$ cat config.mk
export PLATFORM = sky130hd
export DESIGN_NAME = aes_core_sched
export DESIGN_NICKNAME = d
export VERILOG_FILES = /design/src/rtl/aes_core_sched.sv
export SDC_FILE = /design/constraint.sdc
export NUM_CORES = 1
export LEC_CHECK = 0
export BUFFER_PORTS_ARGS = -buffer_cell sky130_fd_sc_hd__buf_2
export CAP_MARGIN = 10
export CORE_AREA = 2 2 449 451
export DETAILED_ROUTE_END_ITERATION = 8
export DIE_AREA = 0 0 451 453
export SETUP_SLACK_MARGIN = 0.02
export SLEW_MARGIN = 20
export SYNTH_ARGS = -nofsm -noshare
export SYNTH_HDL_FRONTEND = slang
export SYNTH_SLANG_ARGS = --single-unit
$ cat constraint.sdc
create_clock -name clk -period 3.6 [get_ports clk]
set_clock_uncertainty 0.2 [all_clocks]
set_input_delay 0.72 -clock clk [delete_from_list [all_inputs] [get_ports clk]]
set_output_delay 0.72 -clock clk [all_outputs]
set_load 0.02 [all_outputs]
$ cat src/rtl/aes_core_sched.sv
// rtl/aes_core_sched.sv - two-port round-robin job scheduler for aes_cipher_top; WAIT watchdog built when AES_SCHED_TIMEOUT_EN is defined
module aes_core_sched #(
    parameter int TIMEOUT_CYCLES = 64
) (
    input  logic         clk,
    input  logic         rst,
    // requester ports: key/plaintext jobs
    input  logic         req0_valid,
    output logic         req0_ready,
    input  logic [127:0] req0_key,
    input  logic [127:0] req0_text,
    input  logic         req1_valid,
    output logic         req1_ready,
    input  logic [127:0] req1_key,
    input  logic [127:0] req1_text,
    // response ports: ciphertext or watchdog error
    output logic         rsp0_valid,
    input  logic         rsp0_ready,
    output logic [127:0] rsp0_data,
    output logic         rsp0_err,
    output logic         rsp1_valid,
    input  logic         rsp1_ready,
    output logic [127:0] rsp1_data,
    output logic         rsp1_err,
    // cipher core side
    output logic         core_ld,
    output logic [127:0] core_key,
    output logic [127:0] core_text_in,
    input  logic         core_done,
    input  logic [127:0] core_text_out,
    // status
    output logic         busy,
    output logic         grant_id
);

    typedef enum logic [1:0] {
        S_IDLE = 2'd0,
        S_LOAD = 2'd1,
        S_WAIT = 2'd2,
        S_RESP = 2'd3
    } state_e;

    state_e       state_q, state_d;
    logic         last_grant_q, last_grant_d;
    logic         grant_id_q, grant_id_d;
    logic [127:0] key_q, key_d;
    logic [127:0] text_q, text_d;
    logic [127:0] rsp0_data_q, rsp0_data_d;
    logic [127:0] rsp1_data_q, rsp1_data_d;
    logic         rsp0_err_q, rsp0_err_d;
    logic         rsp1_err_q, rsp1_err_d;
    logic         win0, win1;
    logic         rsp_hs;
    logic         timeout_hit;

    // On a tie the port that was not granted last wins; last_grant resets
    // to 1 so port 0 takes the first tie.
    assign win0 = req0_valid && (!req1_valid || last_grant_q);
    assign win1 = req1_valid && !win0;

`ifdef AES_SCHED_TIMEOUT_EN
    localparam int              WD_W    = $clog2(TIMEOUT_CYCLES + 1);
    localparam logic [WD_W-1:0] WD_MAX  = WD_W'(TIMEOUT_CYCLES);
    localparam logic [WD_W-1:0] WD_LAST = WD_W'(TIMEOUT_CYCLES - 1);

    logic [WD_W-1:0] wd_cnt_q, wd_cnt_d;

    always_comb begin
        wd_cnt_d = wd_cnt_q;
        if (state_q == S_LOAD) begin
            wd_cnt_d = '0;
        end else if (state_q == S_WAIT && wd_cnt_q != WD_MAX) begin
            wd_cnt_d = wd_cnt_q + WD_W'(1);
        end
    end

    // The WAIT cycle whose increment carries the count to the limit is the
    // last one, so the job gets exactly TIMEOUT_CYCLES WAIT cycles.
    assign timeout_hit = (state_q == S_WAIT) && (wd_cnt_q == WD_LAST);

    always_ff @(posedge clk) begin
        if (rst) begin
            wd_cnt_q <= '0;
        end else begin
            wd_cnt_q <= wd_cnt_d;
        end
    end

    assign rsp0_err = rsp0_err_q;
    assign rsp1_err = rsp1_err_q;
`else
    logic unused_cfg;

    assign timeout_hit = 1'b0;
    assign rsp0_err    = 1'b0;
    assign rsp1_err    = 1'b0;
    assign unused_cfg  = (TIMEOUT_CYCLES != 0) | rsp0_err_q | rsp1_err_q;
`endif

    assign rsp_hs = grant_id_q ? rsp1_ready : rsp0_ready;

    always_comb begin
        state_d      = state_q;
        last_grant_d = last_grant_q;
        grant_id_d   = grant_id_q;
        key_d        = key_q;
        text_d       = text_q;
        rsp0_data_d  = rsp0_data_q;
        rsp1_data_d  = rsp1_data_q;
        rsp0_err_d   = rsp0_err_q;
        rsp1_err_d   = rsp1_err_q;
        case (state_q)
            S_IDLE: begin
                if (win0 || win1) begin
                    grant_id_d   = win1;
                    last_grant_d = win1;
                    key_d        = win1 ? req1_key : req0_key;
                    text_d       = win1 ? req1_text : req0_text;
                    state_d      = S_LOAD;
                end
            end
            S_LOAD: begin
                state_d = S_WAIT;
            end
            S_WAIT: begin
                // done has priority over a watchdog expiry in the same cycle
                if (core_done) begin
                    if (grant_id_q) begin
                        rsp1_data_d = core_text_out;
                        rsp1_err_d  = 1'b0;
                    end else begin
                        rsp0_data_d = core_text_out;
                        rsp0_err_d  = 1'b0;
                    end
                    state_d = S_RESP;
                end else if (timeout_hit) begin
                    if (grant_id_q) begin
                        rsp1_data_d = '0;
                        rsp1_err_d  = 1'b1;
                    end else begin
                        rsp0_data_d = '0;
                        rsp0_err_d  = 1'b1;
                    end
                    state_d = S_RESP;
                end
            end
            S_RESP: begin
                if (rsp_hs) begin
                    state_d = S_IDLE;
                end
            end
            default: begin
                state_d = S_IDLE;
            end
        endcase
    end

    always_ff @(posedge clk) begin
        if (rst) begin
            state_q      <= S_IDLE;
            last_grant_q <= 1'b1;
            grant_id_q   <= 1'b0;
            key_q        <= '0;
            text_q       <= '0;
            rsp0_data_q  <= '0;
            rsp1_data_q  <= '0;
            rsp0_err_q   <= 1'b0;
            rsp1_err_q   <= 1'b0;
        end else begin
            state_q      <= state_d;
            last_grant_q <= last_grant_d;
            grant_id_q   <= grant_id_d;
            key_q        <= key_d;
            text_q       <= text_d;
            rsp0_data_q  <= rsp0_data_d;
            rsp1_data_q  <= rsp1_data_d;
            rsp0_err_q   <= rsp0_err_d;
            rsp1_err_q   <= rsp1_err_d;
        end
    end

    assign req0_ready   = (state_q == S_IDLE) && win0;
    assign req1_ready   = (state_q == S_IDLE) && win1;
    assign rsp0_valid   = (state_q == S_RESP) && !grant_id_q;
    assign rsp1_valid   = (state_q == S_RESP) && grant_id_q;
    assign rsp0_data    = rsp0_data_q;
    assign rsp1_data    = rsp1_data_q;
    assign core_ld      = (state_q == S_LOAD);
    assign core_key     = key_q;
    assign core_text_in = text_q;
    assign busy         = (state_q != S_IDLE);
    assign grant_id     = grant_id_q;

endmodule

==> metrics.csv <==
stage,metric,value,unit
global_route,gr-max-usage-layer,met2,
global_route,grt_pass1_vias,21100,
synth,synth_top_area_cell,dfxtp_1,
timing,finalSetupTns,0,ns
floorplan,pin_count,1168,
detailed_routing,wl_per_cell,30.3,um
synth,ys_async_sr_fraction,0,
global_route,gr-usage-met1,0.205,
synth,synth_top_family_by_area,compound AO/OA/AOI/OAI gates,
layout,final_layout_size_suffix_gt1_frac,0.389,
cts,tritoncts,done,
placement,hpwl,162000,um
timing,post-route-period-util,0.874,
global_route,grtUsageTotal,0.176,
synth,synth_flop_cell,dfxtp_1,
setup_path,endpoint_kind,output pin,
detailed_routing,drt_pre_antenna_iters,5,
hold_path,worstHoldStart,core_text_out[51],
cts,clk_latency,0.65,ns
synth,ys_ff_latch,516,
cts,clockBufferDepth,3,
synth,synth-xor-area-share,0,
setup_path,reg2reg_to,core_key[12],
timing,rsz0062_at_grt,false,
setup_path,cp.required,2.68,ns
layout,syn_to_final_growth,55.6,%
detailed_routing,wl,189000,um
synth,synthSimpleGateAreaFrac,0.145,
hold_path,hold_depth,3,
hold_path,hold_class,in -> reg,
global_route,grtUsageMet2,0.297,
layout,utilization,0.160,
global_route,overflow,0,
detailed_routing,vias_per_cell,3.69,
cts,numCtsBuffers,70,
setup_path,critical_path_arrival,2.23,ns
setup_path,worst-path-max-fanout,9,
detailed_routing,vias,23000,
timing,fin_crit,3.15,ns
power,leakage,0.0135,uW
layout,num-fill-cells,22800,
placement,io_buffers,1165,
setup_path,crit_type,reg -> out,
placement,gp_congestion,1.04,
timing,final_hold_viol_count,0,
synth,yosysUniqueCellTypes,28,
floorplan,die_w,451,um
cts,postCtsSetupRepairBufs,0,
synth,synth.avg_cell_area,8.95,sq um
timing,slew_headroom,0.390,
cts,cts.sinks,516,
synth,synth_area_leaders,"dfxtp_1, mux2i_1, a211oi_1",
global_route,met3_usage,0.0628,
cts,post_cts_resized,0,
synth,synth_top_area_share,0.505,
placement,placedCellCount,5955,
cts,cts_htree_levels,3,
global_route,grt_pass1_wl,232000,um
cts,clk_pin_slew,0.06,ns
synth,ys_warn_count,0,
floorplan,core,199000,sq um
synth,synth_fa_ha_area_frac,0.00245,
floorplan,start_util,0.103,
synth,synth_compound_area_frac,0.160,
power,power_density,706,nW/um^2
timing,setup_violations,0,
hold_path,hold_end,rsp0_data[51],
setup_path,timing.rr.start,state_q[0],
global_route,grt_max_degree,137,
timing,finalMaxSlewViolations,0,
detailed_routing,drcViolationCount,0,
layout,finish.net_count,4022,
floorplan,dieArea,204000,sq um
floorplan,die_h,453,um
setup_path,cp-start-kind,flop,
timing,max_slew.worst_pin.slew,0.915,ns
synth,synthMuxAreaShare,0.126,
synth,syn_inst,2287,
setup_path,r2r_slack,1.05,ns
synth,ys_seq_area_frac,0.505,
power,ir_drop,458,uV
timing,fmax,0.318,GHz
floorplan,rows,164,
detailed_routing,first_iter_violations,1951,
cts,ctsHoldBuffers,0,
setup_path,worstRegToRegCells,7,
job,maxCapViolCount,0,
layout,layoutNonFillerInstCount,6225,
synth,netlist_area,20500,sq um
global_route,antenna_found_initial,213,
run_status,status,finished clean,
synth,synth-edff-count,0,
cts,cts_root_buffer,clkbuf_16,
detailed_routing,detail-route-antenna-nets,0,
[flip-flops by register name (all words and copies together) (netlist names)]
signal and flops:
rsp0_data 128, state_q 2, last_grant_q 1, core_text_in 128, rsp1_data 128, grant_id 1
core_key 128
[per-layer routing]
| layer | routed length, um | up-vias |
|---|---|---|
| li1 | - | 10200 |
| met1 | 71800 | 11000 |
| met2 | 90800 | 1332 |
| met3 | 18800 | 430 |
| met4 | 6760 | 60 |
| met5 | 379 | - |
[cells by family (layout without fill, tap and decap cells)]
| logic type | count (synthesis) | after routing |
|---|---|---|
| muxes | 258 | 258 |
| DFF | 516 | 516 |
| buffers and inverters | 205 | 1340 |
| adders and majority gates | 4 | 4 |
| AOI/OAI and AO/OA | 520 | 520 |
| and+or+nand+nor | 783 | 783 |
| other | 1 | 148 |
[power by group]
| part | leakage [uW] | total, uW | switching (uW) | internal, uW |
|---|---|---|---|---|
| Clock | 0.00116 | 7310 | 3000 | 4310 |
| Combinational | 0.00814 | 7410 | 5130 | 2280 |
| Sequential | 0.00423 | 7750 | 916 | 6840 |
| Total | 0.0135 | 22500 | 9040 | 13400 |
[worst max path at each step]
stage,from,end,slack (ns),depth (start not counted)
floorplan,req1_valid,req1_ready,1.12,5
finish,state_q[0],req1_ready,0.45,4
CTS,state_q[0],req1_ready,0.31,4
global route,state_q[0],req1_ready,0.28,4
global placement,req1_valid,core_text_in[98],0.75,7
detailed placement,req1_valid,core_text_in[55],0.67,7
[placed cells by master (no fill, tap or decap)]
cell type,instances
nand2b_1,2
and2_1,2
nand2_1,513
mux2i_1,258
inv_8,1
clkbuf_1,12
bufinv_16,4
inv_1,3
a22oi_1,1
dfxtp_1,516
clkinvlp_4,4
buf_2,1164
clkbuf_16,72
o21a_4,1
nor2b_1,3
clkinv_8,4
diode_2,146
ha_1,4
clkbuf_8,16
a21boi_4,1
buf_8,1
o21ai_0,1
clkinv_4,2
a211oi_1,258
clkinv_2,8
clkinv_16,1
conb_1,2
and3_4,1
nor2_1,259
and3b_4,1
nand3_4,1
a21oi_1,256
nand3b_1,1
buf_4,23
a221o_1,2
buf_12,25
[critical path, cell delays in order, from the launching register on]
cell	delay [ns]
dfxtp_1	0.34
inv_1	0.11
ha_1	0.47
and2_1	0.41
buf_2	0.24
[per-stage QoR]
step	cell area [sq um]	hold WS [ns]	setup WS [ns]	power, uW
floorplan	20500	0.285	1.12	11800
global placement	29100	0.239	0.754	15300
detailed placement	29100	0.244	0.666	15400
finish	31800	0.0973	0.454	22500
CTS	31500	0.0258	0.306	22800
global route	31600	0.0551	0.279	23500
[synthesized netlist by cell type (2+ instances only)]
library cell	instances
dfxtp_1	516
ha_1	4
nand2b_1	2
nand2_1	513
buf_2	66
buf_6	3
mux2i_1	258
nor2b_1	3
a221o_1	2
inv_1	3
buf_12	22
a21oi_1	256
and2_1	2
buf_1	14
a211oi_1	258
nor2_1	259
clkbuf_1	91
buf_4	5
[final cells by class]
type | instances | area [sq um] | area share
flip-flops and latches | 516 | 10300 | 0.324
clock inverters | 24 | 314 | 0.00986
repair buffers | 1213 | 6510 | 0.205
well taps | 2656 | 3320 | 0.104
diodes | 146 | 365 | 0.0115
clock buffers | 100 | 2070 | 0.0649
inverters | 3 | 11.3 | 0.000354
multi-input cells | 1567 | 8910 | 0.280
No activity file was read; power rests on OpenSTA's default activity.
